[src/rtl/mem_wr_capture.sv]
// rtl/mem_wr_capture.sv - captures core data-memory writes into a FIFO for a drain port
//
// Purpose: snoops core writes {addr, data}, queues them in a DEPTH-entry FIFO and
// presents the head entry on a valid/ready drain interface. Writes arriving
// while the FIFO is full (and no pop frees a slot) are dropped and counted.
// Optional feature macro: CAPTURE_FILTER_EN (capture only writes that fall
// inside the 2**WINDOW_BITS byte window at BASE_ADDR).
//
// Ports:
//   i_clk        clock, rising edge
//   i_reset      asynchronous active-high reset
//   i_wrValid    core presents a data-memory write this cycle
//   i_memAddr    core write address
//   i_memData    core write data
//   o_valid      head entry available (o_count != 0)
//   i_ready      drain side accepts the head entry
//   o_addr       address field of the head entry
//   o_data       data field of the head entry
//   o_count      current occupancy, 0..DEPTH
//   o_overflow   sticky: a write was dropped
//   o_dropCount  saturating count of dropped writes
//   i_clrOvf     clears o_overflow and o_dropCount (wins over a same-cycle drop)
module mem_wr_capture #(
  parameter int          DEPTH       = 8,
  parameter logic [31:0] BASE_ADDR   = 32'h0000_1000,
  parameter int          WINDOW_BITS = 12
) (
  input  logic                     i_clk,
  input  logic                     i_reset,
  input  logic                     i_wrValid,
  input  logic [31:0]              i_memAddr,
  input  logic [31:0]              i_memData,
  output logic                     o_valid,
  input  logic                     i_ready,
  output logic [31:0]              o_addr,
  output logic [31:0]              o_data,
  output logic [$clog2(DEPTH):0]   o_count,
  output logic                     o_overflow,
  output logic [15:0]              o_dropCount,
  input  logic                     i_clrOvf
);

  localparam int AW = $clog2(DEPTH);
  localparam int CW = AW + 1;

`ifdef CAPTURE_FILTER_EN
  localparam bit FILTER_ON = 1'b1;
`else
  localparam bit FILTER_ON = 1'b0;
`endif

  logic [63:0]    r_mem [DEPTH];
  logic [AW-1:0]  r_rd_ptr;
  logic [AW-1:0]  r_wr_ptr;
  logic [CW-1:0]  r_count;
  logic           r_overflow;
  logic [15:0]    r_drop_count;

  logic w_in_window;
  logic w_eligible;
  logic w_full;
  logic w_pop;
  logic w_push;
  logic w_drop;

  assign w_in_window = (i_memAddr[31:WINDOW_BITS] == BASE_ADDR[31:WINDOW_BITS]);
  assign w_eligible  = i_wrValid && (!FILTER_ON || w_in_window);
  assign w_full      = (r_count == CW'(DEPTH));
  assign w_pop       = (r_count != '0) && i_ready;
  // A pop in the same cycle frees the slot, so a write while full is still accepted.
  assign w_push      = w_eligible && (!w_full || w_pop);
  assign w_drop      = w_eligible && w_full && !w_pop;

  always_ff @(posedge i_clk or posedge i_reset) begin
    if (i_reset) begin
      for (int i = 0; i < DEPTH; i++) begin
        r_mem[i] <= '0;
      end
      r_rd_ptr <= '0;
      r_wr_ptr <= '0;
      r_count  <= '0;
    end else begin
      if (w_push) begin
        r_mem[r_wr_ptr] <= {i_memAddr, i_memData};
        r_wr_ptr        <= r_wr_ptr + AW'(1);
      end
      if (w_pop) begin
        r_rd_ptr <= r_rd_ptr + AW'(1);
      end
      r_count <= r_count + CW'(w_push) - CW'(w_pop);
    end
  end

  always_ff @(posedge i_clk or posedge i_reset) begin
    if (i_reset) begin
      r_overflow   <= 1'b0;
      r_drop_count <= '0;
    end else if (i_clrOvf) begin
      r_overflow   <= 1'b0;
      r_drop_count <= '0;
    end else if (w_drop) begin
      r_overflow <= 1'b1;
      if (r_drop_count != 16'hFFFF) begin
        r_drop_count <= r_drop_count + 16'd1;
      end
    end
  end

  // Head entry is read straight from the storage registers; reset clears the
  // array so the outputs read zero immediately on reset.
  assign o_valid     = (r_count != '0);
  assign o_addr      = r_mem[r_rd_ptr][63:32];
  assign o_data      = r_mem[r_rd_ptr][31:0];
  assign o_count     = r_count;
  assign o_overflow  = r_overflow;
  assign o_dropCount = r_drop_count;

endmodule
[config.mk]
export PLATFORM = sky130hd
export DESIGN_NAME = mem_wr_capture
export DESIGN_NICKNAME = d
export VERILOG_FILES = /design/src/rtl/mem_wr_capture.sv
export SDC_FILE = /design/constraint.sdc
export NUM_CORES = 1
export LEC_CHECK = 0
export CELL_PAD_IN_SITES_DETAIL_PLACEMENT = 1
export CELL_PAD_IN_SITES_GLOBAL_PLACEMENT = 1
export CORE_MARGIN = 3
export CORE_UTILIZATION = 55
export CTS_BUF_LIST = sky130_fd_sc_hd__clkbuf_16
export CTS_CLUSTER_SIZE = 28
export DETAILED_ROUTE_END_ITERATION = 16
export PLACE_DENSITY = 0.85
export SYNTH_ARGS = -nofsm -noshare
export SYNTH_HDL_FRONTEND = slang
export SYNTH_SLANG_ARGS = --single-unit
[constraint.sdc]
create_clock -name i_clk -period 44.3 [get_ports i_clk]
set_input_delay 13.29 -clock i_clk [delete_from_list [all_inputs] [get_ports i_clk]]
set_output_delay 13.29 -clock i_clk [all_outputs]
set_load 0.005 [all_outputs]
==> run metrics <==
status finished, final reports clean; fin. max-slew vios 0; Final Hold Fails 0; post-route antenna net violation count 0; initial drt markers 774; max_cap viols 0; Fin Setup TNS 0 ps; CTS tree yes; Post-synth ARST share 100%; worst clock skew 18.8 ps; post-CTS sizing 0; DIE AREA 0.0472 mm^2; vias in the first global route 15700; Design Area, Final 0.0280 mm^2; Worst Hold Path EP r_mem[107]; Post-CTS Setup Repair Bufs 0; largest area contributor in the netlist dfrtp_1; Ys Warns 0; final wirelength 57.5 mm; r2r startpoint o_count[2]; worst r2r dst r_mem[75]; Clock Tree Buf Depth 3; post-route insts no fill 2230; layout cell share with drive strength beyond 1 38.8%; synthesized cell area 0.0245 mm^2; CP max FO 69; synth top area cells dfrtp_1, mux2_2, mux4_2; initial antenna violation count 7; H-tree level count 2; gpl congestion 0.747; actual slew at the worst max-slew pin 1110 ps; fill count 3858; syn_area_per_cell 16.8 um^2; Hold Slack 489 ps; Tot GR Track Use 25.2%; DRC Markers 0; Vias 13500; Core Region 0.0436 mm^2; critical path arrival 3980 ps; endpoint class of the critical path output port; num rows 76; Reg2Reg Setup Slack 40770 ps; Crit Path Category reg2out; first-pass GRT wire length 92.5 mm; post-route minimum period 17270 ps; Setup crit start r_rd_ptr[1]; number of primary I/O pins 155; Slew HR 25.9%; Leak Pwr 11.7 nW; power per cell area 81.0 mW/mm^2; DPL Wire Length 32.1 mm; WHS Path Cells 1; total CTS buffers 55; Worst setup SP type flop; P&R area growth vs syn 14.0%; number of synthesized flops with an enable pin 0; unrepaired setup endpoints after global routing no; crit share post-route 39.0%; worst endpoint required time 31010 ps; count leader, synth dfrtp_1; R2R cell count 8; Synth top area share 55.0%; cell count after synthesis 1463; Max VDD drop 0.0715 mV; DR WL/cell 25.8 um; die height 217 um; Hold Path Class reg2reg; Initial Util 56.3%; library cells used by synthesis 45; top_reg_cell synth dfrtp_1; GRT overflow 0; via/cell ratio 6.04; clk slew on worst S/H paths 60 ps; CTS sink count 539; nets@finish 1675; input/output buffers 154; largest net degree at the start of global routing 196; final setup vio count 0; Die X 217 um; Placed Cells 2125; #FFs+latches synth 539; part of the Yosys area used for sequential elements 55.0%; Clock Latency Late Sink 600 ps; First-pass DRT Iterations 4; Root Driver clkbuf_16; total power 0.00227 W; Hold-fix buffers, CTS 0; min-delay src r_mem[107]; placed inst area 0.0262 mm^2; top cells by count, synth dfrtp_1, mux2_2, mux2_1, mux4_2, buf_6; f_max 0.0579 GHz; syn_nets 1541
through the flow:
step,util (%),setup slack (ps)
detailed placement,60.2,27050
finish,64.2,27030
global route,64.2,26890
floorplan,-,15940
global placement,60.2,27150
CTS,64.2,27000
report_power, final:
part           total, W  switching, W  internal [W]
logic          0.000920      0.000339      0.000581
registers      0.000894      0.000158      0.000736
clock network  0.000451      0.000194      0.000257
total           0.00227      0.000692       0.00157
routing by layer:
layer | vias up | GRT usage [%] | share of wire (%)
met5 | - | 0 | 0.090
met4 | 8 | 6.31 | 2.0
met3 | 91 | 4.97 | 4.1
met2 | 247 | 43.6 | 51
met1 | 7367 | 33.0 | 42
li1 | 5753 | - | -
how the worst max path moves through the flow:
stage            endpoint  slack, ps
2_1_floorplan  o_count[0]      15940
3_3_place_gp   r_mem[285]      27150
3_5_place_dp   r_mem[293]      27050
4_1_cts        o_addr[26]      27000
5_1_grt        o_addr[26]      26890
6_report       o_addr[21]      27030
critical path: stages, from the launching register on:
cell,delay [ps]
dfrtp_4,1120
buf_4,880
mux4_2,440
mux2_2,330
clkdlybuf4s50_1,460
state kept, by name, summed over array words and instances, names as in the netlist:
signal,cells
o_overflow,1
o_dropCount,16
r_wr_ptr,3
r_rd_ptr,3
r_mem,512
o_count,4
layout by cell type (no fill, tap or decap), types with 2 or more instances in the layout:
cell type and instances:
nor3_1 2, clkbuf_16 56, clkinv_1 20, mux2_1 173, xor2_1 4, xnor2_1 14
nand4b_4 2, nand3_1 4, and3_1 5, bufinv_16 5, clkdlybuf4s50_1 154, mux4_2 128
nor3b_1 2, clkinv_2 8, buf_4 16, nand4_1 9, dfrtp_1 536, o21ai_0 2
nor4_1 7, buf_12 2, mux2_2 404, nand2_1 15, inv_1 14, diode_2 3
dfrtp_4 3, a21oi_1 4, nor2_1 19, ha_1 8, and2_1 3
final cells by class:
type	count	area [um^2]	area share, %
Clock buffer	56	1400	5.01
Tap cell	585	732	2.62
Antenna cell	3	7.51	0.0268
Timing Repair Buffer	172	1700	6.08
Multi-Input combinational cell	824	10300	36.7
Clock inverter	46	335	1.20
Inverter	5	26.3	0.0939
Sequential cell	539	13500	48.3
cell families (layout without fill, tap and decap cells):
logic type,count (synthesis),count (layout),share of synthesized area [%]
xor gates and xnor gates,18,18,0.642
muxes,705,705,38.2
buffers and inverters,100,279,3.34
adders and majority gates,9,9,0.490
AOI/OAI and AO/OA,10,10,0.255
DFF,539,539,55.0
and+or+nand+nor,82,82,2.08
other,0,3,0
Power figures use the tool's default switching activity.
